$ cat src/rtl/user_pkg.sv
// Shared definitions for the user-domain copy engine: OBI structs, register map,
// control/status bit positions, FSM states and the subordinate demux rule.
package user_pkg;

    localparam int unsigned SbrAidWidth = 4;
    localparam int unsigned MgrAidWidth = 1;

    typedef struct packed {
        logic                   req;
        logic [31:0]            addr;
        logic                   we;
        logic [3:0]             be;
        logic [31:0]            wdata;
        logic [SbrAidWidth-1:0] aid;
    } sbr_obi_req_t;

    typedef struct packed {
        logic                   gnt;
        logic                   rvalid;
        logic [31:0]            rdata;
        logic [SbrAidWidth-1:0] rid;
        logic                   err;
    } sbr_obi_rsp_t;

    typedef struct packed {
        logic                   req;
        logic [31:0]            addr;
        logic                   we;
        logic [3:0]             be;
        logic [31:0]            wdata;
        logic [MgrAidWidth-1:0] aid;
    } mgr_obi_req_t;

    typedef struct packed {
        logic                   gnt;
        logic                   rvalid;
        logic [31:0]            rdata;
        logic [MgrAidWidth-1:0] rid;
        logic                   err;
    } mgr_obi_rsp_t;

    // Register byte offsets inside the 32-byte window decoded from addr[4:2]
    localparam logic [4:0] CopySrcOffs    = 5'h00;
    localparam logic [4:0] CopyDstOffs    = 5'h04;
    localparam logic [4:0] CopyLenOffs    = 5'h08;
    localparam logic [4:0] CopyCtrlOffs   = 5'h0C;
    localparam logic [4:0] CopyStatusOffs = 5'h10;

    localparam int unsigned CopyCtrlStartBit     = 0;
    localparam int unsigned CopyCtrlClrBit       = 1;
    localparam int unsigned CopyStatusBusyBit    = 0;
    localparam int unsigned CopyStatusDoneBit    = 1;
    localparam int unsigned CopyStatusErrBit     = 2;
    localparam int unsigned CopyStatusRemainLsb  = 16;

    typedef enum logic [2:0] {
        IDLE,
        RD_REQ,
        RD_WAIT,
        WR_REQ,
        WR_WAIT
    } copy_state_e;

    // Subordinate demux entry for the copy engine's register window
    localparam int unsigned UserCopyMgr           = 0;
    localparam logic [31:0] UserCopyMgrAddrOffset = 32'h2000_1000;
    localparam logic [31:0] UserCopyMgrAddrRange  = 32'h0000_1000;

    typedef struct packed {
        int unsigned idx;
        logic [31:0] start_addr;
        logic [31:0] end_addr;
    } addr_map_rule_t;

    localparam addr_map_rule_t UserCopyMgrRule = '{
        idx:        UserCopyMgr,
        start_addr: UserCopyMgrAddrOffset,
        end_addr:   UserCopyMgrAddrOffset + UserCopyMgrAddrRange
    };

    function automatic logic [31:0] apply_be(input logic [31:0] old_val,
                                             input logic [31:0] wdata,
                                             input logic [3:0]  be);
        logic [31:0] res;
        res = old_val;
        for (int i = 0; i < 4; i++) begin
            if (be[i]) res[8*i +: 8] = wdata[8*i +: 8];
        end
        return res;
    endfunction

endpackage

$ cat src/rtl/user_obi_copy_regs.sv
// OBI subordinate register file for the copy engine: SRC/DST/LEN storage,
// START/CLR pulse decode and a one-cycle registered response path.
module user_obi_copy_regs #(
    parameter int unsigned LenWidth = 16,
    parameter type sbr_obi_req_t = user_pkg::sbr_obi_req_t,
    parameter type sbr_obi_rsp_t = user_pkg::sbr_obi_rsp_t
) (
    input  logic                clk,
    input  logic                rst,
    input  sbr_obi_req_t        sbr_req,
    output sbr_obi_rsp_t        sbr_rsp,
    input  logic                busy,
    input  logic                done,
    input  logic                err,
    input  logic [LenWidth-1:0] remaining,
    output logic [31:0]         src,
    output logic [31:0]         dst,
    output logic [LenWidth-1:0] len,
    output logic                start,
    output logic                clr
);
    import user_pkg::*;

    logic [4:0]  offs;
    logic        wr;
    logic [31:0] rdata_d;
    logic [31:0] status;
    logic        rvalid_q;
    logic [31:0] rdata_q;
    logic [$bits(sbr_req.aid)-1:0] rid_q;
    logic        unused_addr;

    assign offs = {sbr_req.addr[4:2], 2'b00};
    assign wr   = sbr_req.req & sbr_req.we;
    assign unused_addr = ^{sbr_req.addr[31:5], sbr_req.addr[1:0]};

    // Control pulses are dropped entirely while a copy is running
    assign start = wr && (offs == CopyCtrlOffs) && sbr_req.be[0]
                   && sbr_req.wdata[CopyCtrlStartBit] && !busy;
    assign clr   = wr && (offs == CopyCtrlOffs) && sbr_req.be[0]
                   && sbr_req.wdata[CopyCtrlClrBit] && !busy;

    always_ff @(posedge clk or posedge rst) begin
        if (rst) begin
            src <= '0;
            dst <= '0;
            len <= '0;
        end else if (wr && !busy) begin
            case (offs)
                CopySrcOffs: src <= apply_be(src, sbr_req.wdata, sbr_req.be) & 32'hFFFF_FFFC;
                CopyDstOffs: dst <= apply_be(dst, sbr_req.wdata, sbr_req.be) & 32'hFFFF_FFFC;
                CopyLenOffs: len <= LenWidth'(apply_be(32'(len), sbr_req.wdata, sbr_req.be));
                default: ;
            endcase
        end
    end

    always_comb begin
        status = '0;
        status[CopyStatusBusyBit] = busy;
        status[CopyStatusDoneBit] = done;
        status[CopyStatusErrBit]  = err;
        status[31:CopyStatusRemainLsb] = 16'(remaining);
    end

    always_comb begin
        rdata_d = '0;
        if (!sbr_req.we) begin
            case (offs)
                CopySrcOffs:    rdata_d = src;
                CopyDstOffs:    rdata_d = dst;
                CopyLenOffs:    rdata_d = 32'(len);
                CopyStatusOffs: rdata_d = status;
                default:        rdata_d = '0;
            endcase
        end
    end

    always_ff @(posedge clk or posedge rst) begin
        if (rst) begin
            rvalid_q <= 1'b0;
            rdata_q  <= '0;
            rid_q    <= '0;
        end else begin
            rvalid_q <= sbr_req.req;
            if (sbr_req.req) begin
                rdata_q <= rdata_d;
                rid_q   <= sbr_req.aid;
            end
        end
    end

    always_comb begin
        sbr_rsp        = '0;
        sbr_rsp.gnt    = 1'b1;
        sbr_rsp.rvalid = rvalid_q;
        sbr_rsp.rdata  = rdata_q;
        sbr_rsp.rid    = rid_q;
        sbr_rsp.err    = 1'b0;
    end

endmodule

$ cat src/rtl/user_obi_copy_mgr.sv
// User-domain OBI copy engine: moves LEN words from SRC to DST with one
// read-then-write pair at a time on the manager port; irq on done or error.
module user_obi_copy_mgr #(
    parameter int unsigned LenWidth = 16,
    parameter type sbr_obi_req_t = user_pkg::sbr_obi_req_t,
    parameter type sbr_obi_rsp_t = user_pkg::sbr_obi_rsp_t,
    parameter type mgr_obi_req_t = user_pkg::mgr_obi_req_t,
    parameter type mgr_obi_rsp_t = user_pkg::mgr_obi_rsp_t
) (
    input  logic         clk_i,
    input  logic         rst_i,
    input  sbr_obi_req_t sbr_obi_req_i,
    output sbr_obi_rsp_t sbr_obi_rsp_o,
    output mgr_obi_req_t mgr_obi_req_o,
    input  mgr_obi_rsp_t mgr_obi_rsp_i,
    output logic         irq_o
);
    import user_pkg::*;

    copy_state_e         state;
    logic [31:0]         src_ptr;
    logic [31:0]         dst_ptr;
    logic [LenWidth-1:0] remaining;
    logic                done;
    logic                err;
    mgr_obi_req_t        req;

    logic [31:0]         src_cfg;
    logic [31:0]         dst_cfg;
    logic [LenWidth-1:0] len_cfg;
    logic                start;
    logic                clr;
    logic                busy;
    logic                unused_rsp;

    assign busy          = (state != IDLE);
    assign irq_o         = done | err;
    assign mgr_obi_req_o = req;
    assign unused_rsp    = ^mgr_obi_rsp_i.rid;

    user_obi_copy_regs #(
        .LenWidth      (LenWidth),
        .sbr_obi_req_t (sbr_obi_req_t),
        .sbr_obi_rsp_t (sbr_obi_rsp_t)
    ) i_regs (
        .clk       (clk_i),
        .rst       (rst_i),
        .sbr_req   (sbr_obi_req_i),
        .sbr_rsp   (sbr_obi_rsp_o),
        .busy      (busy),
        .done      (done),
        .err       (err),
        .remaining (remaining),
        .src       (src_cfg),
        .dst       (dst_cfg),
        .len       (len_cfg),
        .start     (start),
        .clr       (clr)
    );

    // Request fields are registered and only change on the state transitions
    // below, so they stay stable for as long as gnt is withheld.
    always_ff @(posedge clk_i or posedge rst_i) begin
        if (rst_i) begin
            state     <= IDLE;
            src_ptr   <= '0;
            dst_ptr   <= '0;
            remaining <= '0;
            done      <= 1'b0;
            err       <= 1'b0;
            req       <= '0;
        end else begin
            case (state)
                IDLE: begin
                    if (start) begin
                        done      <= 1'b0;
                        err       <= 1'b0;
                        remaining <= len_cfg;
                        if (len_cfg != '0) begin
                            state     <= RD_REQ;
                            src_ptr   <= src_cfg;
                            dst_ptr   <= dst_cfg;
                            req.req   <= 1'b1;
                            req.we    <= 1'b0;
                            req.addr  <= src_cfg;
                            req.be    <= 4'hF;
                            req.aid   <= '0;
                        end else begin
                            done <= 1'b1;
                        end
                    end else if (clr) begin
                        done <= 1'b0;
                        err  <= 1'b0;
                    end
                end
                RD_REQ: begin
                    if (mgr_obi_rsp_i.gnt) begin
                        req.req <= 1'b0;
                        state   <= RD_WAIT;
                    end
                end
                RD_WAIT: begin
                    if (mgr_obi_rsp_i.rvalid) begin
                        if (mgr_obi_rsp_i.err) begin
                            err   <= 1'b1;
                            state <= IDLE;
                        end else begin
                            req.req   <= 1'b1;
                            req.we    <= 1'b1;
                            req.addr  <= dst_ptr;
                            req.wdata <= mgr_obi_rsp_i.rdata;
                            req.be    <= 4'hF;
                            state     <= WR_REQ;
                        end
                    end
                end
                WR_REQ: begin
                    if (mgr_obi_rsp_i.gnt) begin
                        req.req <= 1'b0;
                        state   <= WR_WAIT;
                    end
                end
                WR_WAIT: begin
                    if (mgr_obi_rsp_i.rvalid) begin
                        if (mgr_obi_rsp_i.err) begin
                            err   <= 1'b1;
                            state <= IDLE;
                        end else begin
                            src_ptr   <= src_ptr + 32'd4;
                            dst_ptr   <= dst_ptr + 32'd4;
                            remaining <= remaining - LenWidth'(1);
                            if (remaining == LenWidth'(1)) begin
                                done  <= 1'b1;
                                state <= IDLE;
                            end else begin
                                req.req  <= 1'b1;
                                req.we   <= 1'b0;
                                req.addr <= src_ptr + 32'd4;
                                req.be   <= 4'hF;
                                state    <= RD_REQ;
                            end
                        end
                    end
                end
                default: state <= IDLE;
            endcase
        end
    end

endmodule

$ cat config.mk
export PLATFORM = sky130hd
export DESIGN_NAME = user_obi_copy_mgr
export DESIGN_NICKNAME = d
export VERILOG_FILES = /design/src/rtl/user_pkg.sv /design/src/rtl/user_obi_copy_regs.sv /design/src/rtl/user_obi_copy_mgr.sv
export SDC_FILE = /design/constraint.sdc
export NUM_CORES = 1
export LEC_CHECK = 0
export ABC_CLOCK_PERIOD_IN_PS = 11700
export CORE_MARGIN = 5
export CORE_UTILIZATION = 54
export DETAILED_ROUTE_END_ITERATION = 7
export GPL_ROUTABILITY_DRIVEN = 0
export PLACE_DENSITY = 0.89
export SLEW_MARGIN = 20
export SYNTH_ARGS = -nofsm -noshare
export SYNTH_HDL_FRONTEND = slang
export SYNTH_SLANG_ARGS = --single-unit
$ cat constraint.sdc
create_clock -name clk_i -period 11.7 [get_ports clk_i]
set_input_delay 1.755 -clock clk_i [delete_from_list [all_inputs] [get_ports clk_i]]
set_output_delay 1.755 -clock clk_i [all_outputs]
set_load 0.005 [all_outputs]
After elaboration in Yosys (flattened, before gate mapping)
Cells that the tools add are included.

Register bits: 268. Input bits: 112. Output and inout port bits: 111. Logic and storage cells: 136.

Add/sub/neg operators: 3. Equal/unequal tests: 23. Mux-type cells: 47. Bitwise logic cells: 3. Reduce and logical (&&, ||, !) cells: 36.

Operators by type and width (number): two-way mux 32 bit (9); two-way mux 38 bit (5); two-way mux 70 bit (2); case mux 32 bit (2 select lines) (2); case mux 32 bit (4 select lines) (1); case mux 37 bit (3 select lines) (1); adder 32 x 3 -> 32 bit, second input constant (2); two-way mux 16 bit (3); AND reduction 3 bit (11); case mux 16 bit (2 select lines) (1); two-way mux 3 bit (7); inequality test 2 bit, second input constant (9); == test 16 x 1 -> 1 bit, second input constant (1); nonzero test 16 bit (1); subtractor 16 x 1 -> 16 bit, second input constant (1); case mux 3 bit (5 select lines) (1); == test 3 x 2 -> 1 bit, second input constant (4); two-way mux 1 bit (11); AND reduction 5 bit (2); AND reduction 9 bit (1); inequality test 2 x 1 -> 1 bit, second input constant (4); AND reduction 4 bit (2); AND reduction 8 bit (1); logical AND 1 bit (7); other kinds (17) (23).

Depth between registers and ports, before layout
Word-level depth: 8. Gate-level depth with buffers: 10. Depth with buffers taken out: 8.

By module
A second synthesis with hierarchy kept.

Cell total of the unflattened synthesis: 1420. Area, all modules: 13395.3 um2.

By module, submodules not included: user_obi_copy_mgr (times used 1, cells an instance 1004, area each 8344.3 um2, sequential area each 3803.6 um2); user_obi_copy_regs (times used 1, cells an instance 416, area each 5051.1 um2, sequential area each 2827.7 um2).

Worst setup path before layout
OpenSTA, ideal clock, no wires.

Path type: input port to flip-flop. Start: input sbr_obi_req_i[43] (netlist name). End: register req, in the netlist mgr_obi_req_o[40]. Setup time: 137 ps. Arrival time: 3352 ps. Data required time: 11563 ps. Path slack: 8211 ps. Cell stages on the path: 8. Buffers on the path: 3. Cells stage by stage: clkbuf_1 nand4b_1 o21ai_0 o221a_2 nor4b_1 buf_2 buf_1 a21oi_1.

Longest elaborated chain between the ends: 7.

RTL lines: from (decl) (RTL line user_obi_copy_mgr.sv:12) `input sbr_obi_req_t sbr_obi_req_i,`; == test 3 x 2 -> 1 bit (RTL line user_obi_copy_regs.sv:38) `assign start = wr && (offs == CopyCtrlOffs) && sbr_req.be[0]`; logical AND 1 bit (2 in a row) (RTL line user_obi_copy_regs.sv:38); logical AND 1 bit (2 in a row) (RTL line user_obi_copy_regs.sv:39) `&& sbr_req.wdata[CopyCtrlStartBit] && !busy;`; inequality test 2 x 1 -> 1 bit (no line); AND reduction 8 bit (no line); to (decl) (RTL line user_obi_copy_mgr.sv:26) `mgr_obi_req_t req;`.

No other way between the ends. A chain may end at the register's enable or synchronous reset.

Final worst setup path
Start: input sbr_obi_req_i[43] (netlist name). End: register src_ptr[25].

Longest elaborated chain between the ends: 7.

RTL lines: == test 3 x 2 -> 1 bit (RTL line user_obi_copy_regs.sv:38); logical AND 1 bit (2 in a row) (RTL line user_obi_copy_regs.sv:38); logical AND 1 bit (2 in a row) (RTL line user_obi_copy_regs.sv:39); inequality test 2 x 1 -> 1 bit (no line); AND reduction 5 bit (no line); to (signal assigned) (RTL line user_obi_copy_mgr.sv:81) `src_ptr <= src_cfg;`; to (signal assigned) (RTL line user_obi_copy_mgr.sv:129) `src_ptr <= src_ptr + 32'd4;`; to (decl) (RTL line user_obi_copy_mgr.sv:21) `logic [31:0] src_ptr;`.

No other way between the ends.

==> results.sh <==
export IMPL_vdd_drop_max_v=0.000147
export IMPL_r2r_slack_ns=8.50
export IMPL_power_mw=3.64
export IMPL_period_share_pct=39.0
export IMPL_cap_violations=0
export IMPL_cp_arrival_ns=5.02
export IMPL_drive_above_1_share_pct=11.1
export IMPL_layout_commonest_cell="dfrtp_1"
export IMPL_path_delay_family="buffers and inverters"
export IMPL_clock_latency_ns=0.55
export IMPL_hold_viol_final=0
export IMPL_antenna_cells=0
export IMPL_reg2reg_from="state[2]"
export IMPL_dieWidth_um=165
export IMPL_crit_fanout=56
export IMPL_min_from="mgr_obi_req_o[7]"
export IMPL_via_per_inst=6.31
export IMPL_final_cell_area_um2=16200
export IMPL_antenna_found_initial=0
export IMPL_drc_errors=4
export IMPL_fmax_mhz=219
export IMPL_slew_viol_final=0
export IMPL_start_util_pct=55.3
export IMPL_worstMarginPinSlew_ns=1.11
export IMPL_syn_area_um2=13100
export IMPL_crit_path_end_kind="flop"
export IMPL_cp_slowest_cell="nand2_1"
export IMPL_ys_ff_latch=260
export IMPL_dpl_hpwl_um=26500
export IMPL_timing_setup_tns_ns=0
export IMPL_ctsHoldBuffers=0
export IMPL_start_kind="input port"
export IMPL_fin_nets=1657
export IMPL_hold_path_class="reg2reg"
export IMPL_worstPathCellList="clkdlybuf4s50_1, buf_4, nand4b_1, o31ai_1, nand2_1, nor2_4, buf_4, o21ai_0, a22oi_1"
export IMPL_drt_initial_drc_count=1872
export IMPL_syn_avg_cell_area_um2=9.30
export IMPL_drt_total_wl_um=39900
export IMPL_fin_skew_ns=0.0125
export IMPL_rr_endpoint="mgr_obi_req_o[69]"
export IMPL_crit_top_cell="buf_4"
export IMPL_dr_pass1_iters=8
export IMPL_cts_path_max_buffers=3
export IMPL_yosysUniqueCellTypes=60
export IMPL_crit_buf_inv=3
export IMPL_whs_path_depth=2
export IMPL_core_area_um2=23600
export IMPL_power_density_nw_per_um2=225
export IMPL_status="finished with violations"
export IMPL_grt_pass1_wl_um=62900
export IMPL_placed_area_um2=15100
export IMPL_cts_root_buffer="clkbuf_16"
export IMPL_cts_made_buffers=28
export IMPL_final_cell_mix="260 x dfrtp_1, 189 x clkdlybuf4s50_1, 173 x nand2_1"
export IMPL_cts_max_level=1
export IMPL_grt_overflow=0
export IMPL_grt_usage_pct=28.8
export IMPL_yosysWarnings=0
export IMPL_violations="design-rule violations"
export IMPL_period_needed_ns=4.57
export IMPL_grt_max_degree=124
export IMPL_final_setup_viol_count=0
export IMPL_clock_sinks=260
export IMPL_drtAntennaViolNets=0
export IMPL_rows=56
export IMPL_power_leakage_nw=6.88
export IMPL_clk_pin_slew_ns=0.06
export IMPL_grt_pass1_vias=11600
export IMPL_dieArea_um2=27400
export IMPL_worstPathRequired_ns=12.16
export IMPL_vias=11900
export IMPL_ys_flop_type="dfrtp_1"
export IMPL_post_drt_wl_per_cell_um=21.2
export IMPL_syn_to_final_growth_pct=24.2
export IMPL_post_cts_buffers=0
export IMPL_worstSetupPathType="in2reg"
export IMPL_ios=223
export IMPL_seq_area_frac_synth_pct=49.9
export IMPL_post_cts_resized=0
export IMPL_fillers=1718
export IMPL_die_y_um=165
export IMPL_maxSlewHeadroom_pct=26.1
export IMPL_cts_tree="yes"
export IMPL_hold_end="mgr_obi_req_o[7]"
export IMPL_grt_setup_unrepaired="no"
export IMPL_cpPeakStageDelay_ns=0.57
export IMPL_synth_edf_count=0
export IMPL_port_buffers=189
export IMPL_fin_util_pct=68.6
export IMPL_syn_inst=1404
export IMPL_async_flop_share_pct=100
export IMPL_reg2regPathDepth=8
==> worst min-delay path, stage by stage, from the launching register on <==
cell and delay, ns:
dfrtp_1 0.34, nand2_1 0.05, nand2_1 0.05
==> report_power, final <==
group / internal (mW) / switching (mW) / leakage, nW
clock network: 0.657 / 0.399 / 0.529
logic: 0.541 / 0.502 / 2.97
registers: 1.19 / 0.357 / 3.38
==> per-layer routing <==
layer / up-vias / GRT usage [%] / wire [um] / share of wire, %
li1: 5286 / - / - / -
met1: 5680 / 39.4 / 14900 / 37
met2: 763 / 46.0 / 18900 / 47
met3: 146 / 5.88 / 4490 / 11
met4: 0 / 10.1 / 1570 / 3.9
met5: - / 0 / 0 / 0
==> state kept, by name (all words and copies together) (netlist names), 3 cells and up <==
name	cells
mgr_obi_req_o	66
i_regs.rdata_q	32
dst_ptr	30
i_regs.dst	30
i_regs.src	30
src_ptr	30
i_regs.len	16
remaining	16
i_regs.rid_q	4
state	3
==> through the flow <==
stage | cells | hold WS, ns | setup slack, ns
6_report | 1882 | 0.470 | 7.13
3_5_place_dp | 1829 | 0.461 | 6.72
4_1_cts | 1881 | 0.477 | 7.28
5_1_grt | 1882 | 0.498 | 6.88
2_1_floorplan | 1405 | 0.470 | 2.79
3_3_place_gp | 1829 | 0.458 | 6.85
==> cells in the mapped netlist, types with 4 or more instances <==
| master | instances | share of area (%) |
|---|---|---|
| and3_1 | 9 | 0.43 |
| nor4_1 | 14 | 0.67 |
| mux2i_1 | 32 | 2.5 |
| buf_4 | 8 | 0.46 |
| ha_1 | 4 | 0.38 |
| buf_2 | 10 | 0.38 |
| a31oi_1 | 16 | 0.77 |
| o2bb2ai_1 | 4 | 0.27 |
| clkbuf_1 | 73 | 2.1 |
| nor3_1 | 31 | 1.2 |
| a222oi_1 | 23 | 1.8 |
| nand2_1 | 174 | 5.0 |
| a21oi_1 | 158 | 6.1 |
| nand4_1 | 16 | 0.77 |
| nand3_1 | 30 | 1.2 |
| xnor2_1 | 13 | 0.87 |
| a22oi_1 | 15 | 0.86 |
| o22ai_1 | 53 | 2.5 |
| xor2_1 | 10 | 0.67 |
| and2_1 | 5 | 0.24 |
| a2bb2oi_1 | 6 | 0.40 |
| nor2b_1 | 6 | 0.29 |
| nand2b_1 | 4 | 0.19 |
| nor3b_1 | 5 | 0.29 |
| nor2_1 | 143 | 4.1 |
| inv_1 | 50 | 1.4 |
| o32ai_1 | 5 | 0.34 |
| mux2_2 | 81 | 7.0 |
| buf_1 | 8 | 0.23 |
| o21ai_0 | 82 | 3.1 |
| dfrtp_1 | 260 | 50 |
| or2_2 | 6 | 0.29 |
==> worst max path at each step <==
stage                            from     endpoint  depth (start not counted)  slack (ns)
global route        sbr_obi_req_i[43]  src_ptr[25]                          9        6.88
CTS                 sbr_obi_req_i[43]  src_ptr[21]                          9        7.28
floorplan                       rst_i         done                          1        2.79
finish              sbr_obi_req_i[43]  src_ptr[25]                          9        7.13
detailed placement  sbr_obi_req_i[43]  src_ptr[21]                          9        6.72
global placement    sbr_obi_req_i[43]  src_ptr[21]                          9        6.85
==> final cells by class <==
| cell class | count | area, um^2 | area share [%] |
|---|---|---|---|
| clock buffers | 29 | 726 | 4.48 |
| clock inverters | 23 | 379 | 2.34 |
| multi-input cells | 996 | 5970 | 36.8 |
| flip-flops and latches | 260 | 6510 | 40.2 |
| inverters | 50 | 195 | 1.20 |
| repair buffers | 205 | 2030 | 12.5 |
| well taps | 319 | 399 | 2.46 |
==> kinds of logic (layout without fill, tap and decap cells) <==
| group | count (synthesis) | after routing | synth area share, % |
|---|---|---|---|
| AOI/OAI and AO/OA | 384 | 384 | 17.6 |
| xor gates and xnor gates | 24 | 24 | 1.67 |
| adders and majority gates | 6 | 6 | 0.537 |
| buffers and inverters | 149 | 307 | 4.61 |
| DFF | 260 | 260 | 49.9 |
| muxes | 113 | 113 | 9.44 |
| other | 2 | 3 | 0.0575 |
| and+or+nand+nor | 466 | 466 | 16.3 |
Note: power is estimated with default switching activity, not from simulation.
==> variant (same settings) <==
`LenWidth` is set to 16 in 2 places; all go to 32.
--- a/src/rtl/user_obi_copy_regs.sv
+++ b/src/rtl/user_obi_copy_regs.sv
@@ -1,7 +1,7 @@
 // OBI subordinate register file for the copy engine: SRC/DST/LEN storage,
 // START/CLR pulse decode and a one-cycle registered response path.
 module user_obi_copy_regs #(
-    parameter int unsigned LenWidth = 16,
+    parameter int unsigned LenWidth = 32,
     parameter type sbr_obi_req_t = user_pkg::sbr_obi_req_t,
     parameter type sbr_obi_rsp_t = user_pkg::sbr_obi_rsp_t
 ) (
--- a/src/rtl/user_obi_copy_mgr.sv
+++ b/src/rtl/user_obi_copy_mgr.sv
@@ -1,7 +1,7 @@
 // User-domain OBI copy engine: moves LEN words from SRC to DST with one
 // read-then-write pair at a time on the manager port; irq on done or error.
 module user_obi_copy_mgr #(
-    parameter int unsigned LenWidth = 16,
+    parameter int unsigned LenWidth = 32,
     parameter type sbr_obi_req_t = user_pkg::sbr_obi_req_t,
     parameter type sbr_obi_rsp_t = user_pkg::sbr_obi_rsp_t,
     parameter type mgr_obi_req_t = user_pkg::mgr_obi_req_t,
Formal check against the unedited RTL: not equivalent (a bounded check fails within 4 cycles, from zero or initial values and one cycle with rst_i high).
==> variant against the original RTL <==
- highest routed layer unchanged
- routed wire length increased by 18%
- critical endpoint is now i_regs.dst[11]
- synthesized cell count is 6.4% higher
- sequential cell count up 32
- cell area grew 14%
- total power up 13%
- critical path type unchanged
- setup slack got worse by 0.37 ns
- register-to-register slack got worse by 0.22 ns
- clock power grew 5%
- synthesized area is 17% higher
- combinational power increased by 13%
==> variant: results (changes against the original RTL) <==
Run status
Result of the run: completed (was finished, violations left).

Power
The highest ir drop seen on vdd was 0.119 mV (was 0.147 mV). The power dissipated by switching net loads is 1.39 mW (was 1.26 mW). The power consumed by combinational cells came to 1.17 mW (was 1.04 mW). The proportion of total power due to net switching is 0.340 (was 0.345).

Global routing
The global router's overall resource usage came to 0.286 (was 0.288). The pin count of the biggest net entering global routing came to 180 (was 124). The via count of the first global-routing pass is 13,300 (was 11,600).

The first-pass GRT wire length came to 73.1 mm (was 62.9 mm).

Yosys
The number of distinct library cell variants in the gate-level netlist after synthesis is 76 (was 60). The area fraction in compound gates after synthesis is 0.194 (was 0.176). The multiplexer fraction of the synthesized cell area is 0.128 (was 0.0944). The adder and majority gate portion of the synthesized area is 0.00393 (was 0.00537). The synthesized-area fraction occupied by xor and xnor cells is 0.00687 (was 0.0167).

Final layout
The fraction of layout cells with a size suffix above 1 is 0.149 (was 0.111). The number of nets in the layout is 1,727 (was 1,657).

Worst hold path
The startpoint of the lowest-slack hold path is mgr_obi_req_o[70] (was mgr_obi_req_o[7]). The endpoint with the worst hold slack is mgr_obi_req_o[70] (was mgr_obi_req_o[7]). The number of instances on the worst hold path came to 1 (was 2).

Critical path
The terminus of the critical flop-to-flop path is dst_ptr[28] (was mgr_obi_req_o[69]). The cell family with the largest share of critical-path delay is simple AND/OR/NAND/NOR gates (was buffers and inverters). The setup slack of the most critical reg-to-reg path is 8.28 ns (was 8.50 ns).

The arrival time of the worst setup path is 5.37 ns (was 5.02 ns). The last element of the critical path is i_regs.dst[11] (was src_ptr[25]). The launching point of the worst reg2reg path is state[0] (was state[2]). The number of cell instances on the worst register-to-register path is 7 (was 8). The standard cell with the maximum stage delay on the critical path is sky130_fd_sc_hd__clkdlybuf4s50_1 (was sky130_fd_sc_hd__nand2_1).

Detailed routing
The DRC violation total after the first TritonRoute iteration is 2,071 (was 1,872). The via-per-instance ratio came to 6.81 (was 6.31). The detailed-route wire length per cell came to 23.3 µm (was 21.2 µm).

Timing
The pin slew with the least headroom to its limit is 1.10 ns (was 1.11 ns). The final setup skew was 0.0230 ns (was 0.0125 ns).

Placement
The placed wire-length estimate is 31.6 mm (was 26.5 mm).

Clock tree
The number of buffers created by CTS was 31 (was 28). The clock insertion delay at the later pin of the skew report is 0.57 ns (was 0.55 ns).
## variant: per-layer routing
layer / vias to the layer above / routed length [µm] / global-route usage / part of all wire
met2: 1005 / 20900 / 0.440 / 0.45
met3: 191 / 5370 / 0.0657 / 0.11
met1: 6600 / 18000 / 0.385 / 0.38
met5: - / 0 / 0 / 0
li1: 5915 / - / - / -
met4: 0 / 2580 / 0.137 / 0.055
## variant: through the flow
step                cells  setup slack (ns)  instance area [µm²]
finish               2014              6.76                18500
global route         2014              6.65                18500
CTS                  2014              6.49                18500
detailed placement   1956              5.98                17300
global placement     1956              6.12                17300
floorplan            1495              1.88                15300
## variant: area by class of cell
| type | count | area [µm²] |
|---|---|---|
| clock buffer | 42 | 877 |
| clock inverter | 16 | 287 |
| fill | 1984 | 9360 |
| inverter | 58 | 225 |
| multi-input combinational | 1021 | 7290 |
| sequential | 292 | 7310 |
| tap | 378 | 473 |
| timing repair buffer | 207 | 2030 |
